## config.mk

```make
export PLATFORM = sky130hd
export DESIGN_NAME = bus_arbiter
export DESIGN_NICKNAME = d
export VERILOG_FILES = /design/src/rtl/bus_arbiter_pkg.sv /design/src/rtl/bus_arbiter_picker.sv /design/src/rtl/bus_arbiter.sv
export SDC_FILE = /design/constraint.sdc
export NUM_CORES = 1
export LEC_CHECK = 0
export ABC_AREA = 1
export ABC_CLOCK_PERIOD_IN_PS = 5000
export CAP_MARGIN = 10
export CORE_AREA = 2 2 276 278
export CTS_CLUSTER_DIAMETER = 50
export DETAILED_ROUTE_END_ITERATION = 8
export DIE_AREA = 0 0 278 280
export PLACE_DENSITY_LB_ADDON = 0.2
export SETUP_SLACK_MARGIN = 0.05
export SYNTH_ARGS = -nofsm -noshare
export SYNTH_HDL_FRONTEND = slang
export SYNTH_SLANG_ARGS = --single-unit
```

## constraint.sdc

```tcl
create_clock -name clk -period 5 [get_ports clk]
set_clock_uncertainty 0.1 [all_clocks]
set_input_delay 1 -clock clk [delete_from_list [all_inputs] [get_ports clk]]
set_output_delay 1 -clock clk [all_outputs]
set_load 0.05 [all_outputs]
```

## src/rtl/bus_arbiter_pkg.sv

```systemverilog
// Shared types and round-robin helper for the N-channel bus arbiter.
package bus_arbiter_pkg;

  typedef enum logic [1:0] {IDLE, ADDR, DATA} arb_state_t;

  localparam int DEF_DATA_W = 64;
  localparam int STRB_W     = DEF_DATA_W / 8;
  localparam int MAX_NCH    = 8;

  // First set bit of valid at or after ptr, wrapping modulo nch (nch <= MAX_NCH).
  function automatic logic [2:0] rr_pick(input logic [MAX_NCH-1:0] valid,
                                         input logic [2:0] ptr,
                                         input int nch);
    logic [2:0] res;
    logic       found;
    logic [3:0] idx;
    res   = ptr;
    found = 1'b0;
    for (int k = 0; k < MAX_NCH; k++) begin
      if (k < nch) begin
        idx = {1'b0, ptr} + 4'(k);
        if (idx >= 4'(nch)) idx = idx - 4'(nch);
        if (!found && valid[idx[2:0]]) begin
          res   = idx[2:0];
          found = 1'b1;
        end
      end
    end
    return res;
  endfunction

endpackage

```

## src/rtl/bus_arbiter_picker.sv

```systemverilog
// Combinational round-robin priority encoder (rr_picker), parametrised on NCH.
module rr_picker
  import bus_arbiter_pkg::*;
#(
  parameter int NCH = 3,
  parameter int GW  = $clog2(NCH)
) (
  input  logic [NCH-1:0] valid,
  input  logic [GW-1:0]  ptr,
  output logic [GW-1:0]  pick,
  output logic           any
);

  assign pick = GW'(rr_pick(MAX_NCH'(valid), 3'(ptr), NCH));
  assign any  = |valid;

endmodule

```

## src/rtl/bus_arbiter.sv

```systemverilog
// N-channel round-robin arbiter, one transaction in flight on the downstream port.
// Define BUS_ARBITER_BACK2BACK_EN to re-arbitrate on completion and skip the IDLE bubble.
module bus_arbiter
  import bus_arbiter_pkg::*;
#(
  parameter int NCH    = 3,
  parameter int ADDR_W = 64,
  parameter int DATA_W = DEF_DATA_W,
  parameter int SIZE_W = 3
) (
  input  logic                       clk,
  input  logic                       reset,
  input  logic [NCH-1:0]             s_valid,
  input  logic [NCH*ADDR_W-1:0]      s_addr,
  input  logic [NCH*SIZE_W-1:0]      s_size,
  input  logic [NCH*(DATA_W/8)-1:0]  s_strobe,
  input  logic [NCH*DATA_W-1:0]      s_wdata,
  output logic [NCH-1:0]             s_addr_ok,
  output logic [NCH-1:0]             s_data_ok,
  output logic [DATA_W-1:0]          s_rdata,
  output logic                       m_valid,
  output logic [ADDR_W-1:0]          m_addr,
  output logic [SIZE_W-1:0]          m_size,
  output logic [DATA_W/8-1:0]        m_strobe,
  output logic [DATA_W-1:0]          m_wdata,
  input  logic                       m_addr_ok,
  input  logic                       m_data_ok,
  input  logic [DATA_W-1:0]          m_rdata,
  output logic [$clog2(NCH)-1:0]     grant,
  output logic                       busy
);

  localparam int GW = $clog2(NCH);
  localparam int SW = DATA_W / 8;

  arb_state_t    state;
  logic [GW-1:0] ptr;
  logic [GW-1:0] grant_q;
  logic [GW-1:0] pick;
  logic [GW-1:0] nxt_ptr;
  logic          any_req;
  logic          complete;

  rr_picker #(.NCH(NCH)) u_pick (
    .valid (s_valid),
    .ptr   (ptr),
    .pick  (pick),
    .any   (any_req)
  );

  // Explicit wrap so non-power-of-two channel counts never reach index NCH.
  assign nxt_ptr  = (grant_q == GW'(NCH - 1)) ? '0 : grant_q + 1'b1;
  assign complete = ((state == ADDR) && m_addr_ok && m_data_ok) ||
                    ((state == DATA) && m_data_ok);

`ifdef BUS_ARBITER_BACK2BACK_EN
  logic [NCH-1:0] b2b_valid;
  logic [GW-1:0]  b2b_pick;
  logic           b2b_any;

  always_comb begin
    b2b_valid          = s_valid;
    b2b_valid[grant_q] = 1'b0;
  end

  rr_picker #(.NCH(NCH)) u_b2b_pick (
    .valid (b2b_valid),
    .ptr   (nxt_ptr),
    .pick  (b2b_pick),
    .any   (b2b_any)
  );
`endif

  always_ff @(posedge clk) begin
    if (!reset) begin
      state   <= IDLE;
      ptr     <= '0;
      grant_q <= '0;
    end else begin
      case (state)
        IDLE: if (any_req) begin
          grant_q <= pick;
          state   <= ADDR;
        end
        ADDR: if (m_addr_ok && !m_data_ok) state <= DATA;
        default: ;
      endcase
      if (complete) begin
        ptr   <= nxt_ptr;
        state <= IDLE;
`ifdef BUS_ARBITER_BACK2BACK_EN
        if (b2b_any) begin
          grant_q <= b2b_pick;
          state   <= ADDR;
        end
`endif
      end
    end
  end

  assign grant   = grant_q;
  assign busy    = (state != IDLE);
  assign m_valid = (state == ADDR);
  assign s_rdata = m_rdata;

  // Fields follow the owner's live inputs; zero whenever no request is presented.
  assign m_addr   = m_valid ? s_addr[grant_q*ADDR_W +: ADDR_W]   : '0;
  assign m_size   = m_valid ? s_size[grant_q*SIZE_W +: SIZE_W]   : '0;
  assign m_strobe = m_valid ? s_strobe[grant_q*SW +: SW]         : '0;
  assign m_wdata  = m_valid ? s_wdata[grant_q*DATA_W +: DATA_W]  : '0;

  always_comb begin
    s_addr_ok = '0;
    s_data_ok = '0;
    if ((state == ADDR) && m_addr_ok) begin
      s_addr_ok[grant_q] = 1'b1;
      if (m_data_ok) s_data_ok[grant_q] = 1'b1;
    end
    if ((state == DATA) && m_data_ok) s_data_ok[grant_q] = 1'b1;
  end

endmodule

```

==> metrics.yaml, run 1 <==
worst_slew_margin_rel: 0.623
crit_required_ns: 3.90
drt_first_pass_iters: 4
coreArea_um2: 75200
hold_class: "register to register"
area_delta_synth_final_pct: 132
drc: 0
cts.clk_slew.worst_paths_ns: 0.03
status: "completed"
layout.cells.non_filler: 2386
synth_seq_cells: 6
ff2ff_path_depth: 11
antenna_found_initial: 1
wl_um: 33500
syn-cell-area_um2: 4840
critical_path.max_fanout: 51
p_leak_nw: 5.17
ir_worst_vdd_uv: 84.0
wire_per_inst_um: 14.1
synthTopCellsByCount: "460 x nand2_1, 156 x inv_1, 84 x a22oi_1"
clock_sinks: 6
post_cts_buffers: 0
grt_max_degree: 73
dpl-instance-area_um2: 11100
diodes: 0
avgSynthCellArea_um2: 5.16
overflow: 0
ios: 701
rsz0062_at_grt: "false"
track_usage: 0.0791
die_area_um2: 77800
ff_latch_area_um2: 120
clkLatencyLatePin_ns: 0.23
multiInputGateArea_um2: 3240
synth_top_area_share: 0.356
cap_violations: 0
end_kind: "output port"
cts_hold_repair.buffers: 0
dpl.cell_count: 2383
grt_first_pass_wirelength_um: 47400
slew_violations: 0
portBuffers: 572
max_freq_mhz: 254
synth_top_cell_by_area: "nand2_1"
via_per_inst: 3.16
synthCells: 939
r2r_end: "grant[1]$_SDFFE_PN0P_"
post-route-period-util: 0.788
cts_tree: "done"
cts_buffer_depth: 2
synth-edff-count: 0
crit_start: "grant[0]$_SDFFE_PN0P_"
hold_violations: 0
synth_nets: 1432
ys_types: 24
regToRegSetupSlack_ns: 3.15
numCtsBuffers: 3
rows: 101
place_congestion: 0.731
die_y_um: 280
dieWidth_um: 278
startpoint_type: "register"
clock-root-buffer: "clkbuf_16"
cts-resized-gates: 0
antenna_left: 0
crit_type: "register to output port"
htreeDepth: 1
p_total_w: 0.00246
synth-async-reset-ratio: 0
critical_path.endpoint: "m_wdata[10]"
synthMostInstantiatedCell: "nand2_1"
yosysSeqAreaShare: 0.0248
worstPathArrival_ns: 2.84
yosysWarnings: 0
setup_viol: 0
start_util: 0.0644
p_per_area_nw_per_um2: 219
grt_pass1_vias: 7731
drtIter0Drc: 246
tightest_slew_ns: 0.564
rr_startpoint: "ptr[0]$_SDFFE_PN0P_"
final.min_clock_period_ns: 3.94
fill_cells: 8700
synth_area_leaders: "nand2_1 36%, a22oi_1 13%, buf_4 13%"
synth_top_flop_cell: "dfxtp_1"
whs_ns: 0.429
fin_setup_tns_ns: 0
place_hpwl_um: 28100
vias: 7530
fin_area_um2: 11200
final_nets: 1903
drive_gt1_frac: 0.0490
flip-flops by register name, summed over array words and instances, names as in the netlist:
name	flops
grant	2
ptr	2
state	2
layer usage:
layer  vias up  wire, µm  part of all wire  GRT usage
met1      3296     13400              0.40     0.0910
met3        50      2790             0.083     0.0214
met2       411     16300              0.49      0.143
met4         0      1070             0.032     0.0227
li1       3773         -                 -          -
met5         -         0                 0          0
worst min path at each step:
stage                                      from               endpoint  slack, ns  depth (start not counted)
final                     state[0]$_SDFFE_PP0P_  state[0]$_SDFFE_PP0P_       0.43                          2
after CTS                 state[0]$_SDFFE_PP0P_  state[0]$_SDFFE_PP0P_       0.43                          2
after floorplan           state[0]$_SDFFE_PP0P_  state[0]$_SDFFE_PP0P_       0.38                          2
after detailed placement  state[0]$_SDFFE_PP0P_  state[0]$_SDFFE_PP0P_       0.42                          2
after global routing      state[1]$_SDFFE_PP0P_  state[1]$_SDFFE_PP0P_       0.49                          2
after global placement    state[0]$_SDFFE_PP0P_  state[0]$_SDFFE_PP0P_       0.40                          2
layout make-up:
class                           count  share of cell area
Inverter                          158              0.0531
Multi-Input combinational cell    650               0.289
Tap cell                          978               0.109
Sequential cell                     6              0.0107
Clock buffer                        3             0.00669
Timing Repair Buffer              591               0.532
through the flow:
stage | util | setup WS [ns]
after floorplan | - | 1.76
after global placement | 0.148 | 0.961
after detailed placement | 0.148 | 0.981
after CTS | 0.149 | 0.933
after global routing | 0.149 | 0.879
final | 0.149 | 1.06
kinds of logic after synthesis:
family / share of synthesized area
adders and majority gates: 0.0129
buffers and inverters: 0.306
and+or+nand+nor: 0.409
AOI/OAI and AO/OA: 0.246
DFF: 0.0248
worst max-delay path: stages (launching register included):
cell,delay (ns)
dfxtp_1,0.45
inv_2,0.11
nor2_4,0.29
buf_12,0.29
a22oi_1,0.22
nand2_1,0.12
nand2_1,0.05
inv_1,0.09
clkdlybuf4s50_1,0.84
cells in the final DEF (no fill, tap or decap):
master / synthesis / final
o21ai_1: 1 / 1
nor3_1: 3 / 3
ha_1: 5 / 5
inv_4: 0 / 1
or2_2: 1 / 1
clkdlybuf4s50_1: 0 / 572
nand2_1: 460 / 460
o21ai_0: 4 / 4
inv_1: 156 / 156
nand2_2: 1 / 1
a21oi_1: 6 / 6
a21boi_0: 1 / 1
buf_12: 0 / 8
clkbuf_16: 0 / 3
and2_1: 1 / 1
a22oi_1: 84 / 84
nor2_4: 3 / 3
buf_4: 82 / 11
nand3_1: 27 / 27
a22oi_2: 40 / 40
dfxtp_1: 6 / 6
inv_2: 2 / 1
nand4_1: 2 / 2
nor2_1: 11 / 11
power breakdown:
part | switching (W) | total [W] | leakage, nW | internal, W
Clock | 0.0000266 | 0.000129 | 0.0370 | 0.000103
Combinational | 0.00138 | 0.00227 | 5.08 | 0.000894
Sequential | 0.00000973 | 0.0000632 | 0.0493 | 0.0000535
Note: power is estimated with default switching activity, not from simulation.
==> run 2: changes to the inputs <==
- ABC_CLOCK_PERIOD_IN_PS: 5000 -> 3300
- CORE_AREA: 2 2 276 278 -> 2 2 271 273
- DIE_AREA: 0 0 278 280 -> 0 0 273 275
- clock period: 5 -> 3.3 ns (I/O delays scaled with it)
==> run 2 against run 1 <==
Effect of this change:
- critical path depth stayed put
- hold slack gained 0.014 ns
- via count shrank 1.1%
- combinational power grew 69%
- clock power up 53%
- final cell count is 0.71% lower
- die area down 3.6%
- first-iteration DRC count is 1.2% higher
- non-clock buffer count up 2
==> metrics.yaml, run 2 (synthesis results as in run 1) <==
status: "completed"
cp_common_cell: "buf_12"
grt_first_pass_wirelength_um: 46000  # -2.9%
post-route-period-util: 0.881
coreArea_um2: 72300  # -3.8%
cts-resized-gates: 0  # unchanged
track_usage: 0.0794  # +0.000252
dieWidth_um: 273  # -1.8%
cts.clk_slew.worst_paths_ns: 0.03  # about the same
worst_slew_margin_rel: 0.631  # +0.00864
final_common_cell: "nand2_1"
wire_per_inst_um: 14.0  # -0.41%
drtIter0Drc: 249  # +1.2%
place_hpwl_um: 28200  # +0.48%
final_cell_mix: "460 x nand2_1, 427 x clkdlybuf4s50_1, 156 x inv_1, 99 x buf_12, 84 x a22oi_1"
drt_first_pass_iters: 4  # unchanged
fin_area_um2: 12000  # +6.8%
antenna_left: 0  # unchanged
final_nets: 1905  # +0.11%
antenna_found_initial: 1  # unchanged
startpoint_type: "register"
crit_required_ns: 2.54  # -1.36 ns
end_kind: "output port"
path_delay_family: "buffers and inverters"
critical_path.max_fanout: 42  # -18%
drive_gt1_frac: 0.153  # +0.104
worstPathArrival_ns: 2.15  # -0.69 ns
clock-root-buffer: "clkbuf_16"
die_area_um2: 75100  # -3.6%
max_freq_mhz: 344
area_delta_synth_final_pct: 148
vias: 7447  # -1.1%
place_congestion: 0.787  # +7.7%
setup_viol: 0  # unchanged
numCtsBuffers: 3  # unchanged
crit_type: "register to output port"
post_cts_buffers: 0  # unchanged
final.min_clock_period_ns: 2.91
die_y_um: 275  # -1.8%
p_per_area_nw_per_um2: 344  # +57%
portBuffers: 572  # unchanged
rows: 99  # -2.0%
cts_tree: "done"
cap_violations: 0  # unchanged
cts_hold_repair.buffers: 0  # unchanged
drc: 0  # unchanged
p_leak_nw: 5.73  # +11%
diodes: 0  # unchanged
hold_violations: 0  # unchanged
clkLatencyLatePin_ns: 0.23  # about the same
slowest_stage: "dfxtp_1"
tightest_slew_ns: 0.551  # -0.0129 ns
dpl-instance-area_um2: 11900  # +6.9%
wl_um: 33200  # -1.1%
htreeDepth: 1  # unchanged
ios: 701  # unchanged
hold_class: "register to register"
grt_pass1_vias: 7532  # -2.6%
slew_violations: 0  # unchanged
start_util: 0.0670  # +0.00254
slowest_delay_ns: 0.53  # -0.31 ns
overflow: 0  # unchanged
clock_sinks: 6  # unchanged
via_per_inst: 3.14  # -0.39%
crit_chain: "nor2_4 > buf_12 > buf_12 > a22oi_1 > nand2_1 > nand2_1 > inv_1 > buf_12"
ir_worst_vdd_uv: 175  # +110%
cts_buffer_depth: 2  # unchanged
grt_max_degree: 73  # unchanged
rsz0062_at_grt: "false"
fin_setup_tns_ns: 0  # unchanged
path_buf_inv: 4  # unchanged
-- run 2: where the power goes --
part / internal [W] / switching [W] / leakage, nW / total, W
Clock: 0.000156 / 0.0000422 / 0.0370 / 0.000198
Sequential: 0.0000810 / 0.0000149 / 0.0493 / 0.0000959
Combinational: 0.00166 / 0.00218 / 5.64 / 0.00383
-- run 2: path summary, 6_finish.rpt --
path / endpoint / depth (start not counted) / start / slack (ns)
setup / recovery: m_wdata[10] / 8 / grant[1]$_SDFFE_PN0P_ / 0.39
hold / removal: state[0]$_SDFFE_PP0P_ / 2 / state[0]$_SDFFE_PP0P_ / 0.44
hold reg to reg: state[0]$_SDFFE_PP0P_ / 2 / state[0]$_SDFFE_PP0P_ / 0.44
setup reg to reg: grant[1]$_SDFFE_PN0P_ / 9 / ptr[0]$_SDFFE_PN0P_ / 1.40
-- run 2: worst min-delay path, stage by stage, from the launching register on --
cell and delay (ns):
dfxtp_1 0.35, a21oi_1 0.08, nor2_1 0.08
-- run 2: routing by layer --
metal,track usage,up-vias,wire length [µm]
li1,-,3777,-
met1,0.0869,3224,12300
met2,0.146,394,16600
met3,0.0223,52,3170
met4,0.0266,0,1100
met5,0,-,0
-- run 2: layout make-up --
cell class	count	area, µm²
Tap cell	959	1200
Sequential cell	6	120
Timing Repair Buffer	593	6760
Clock buffer	3	75.1
Inverter	158	596
Fill cell	8270	60400
Multi-Input combinational cell	650	3240
-- run 2: metrics by stage --
step	std cells	setup WS, ns	util	power (W)	hold slack (ns)
3_5_place_dp	2366	0.547	0.165	0.00399	0.420
4_1_cts	2369	0.474	0.166	0.00420	0.431
2_1_floorplan	939	0.571	-	0.00237	0.383
6_report	2369	0.392	0.166	0.00413	0.442
5_1_grt	2369	0.294	0.166	0.00441	0.460
3_3_place_gp	2366	0.543	0.165	0.00400	0.399
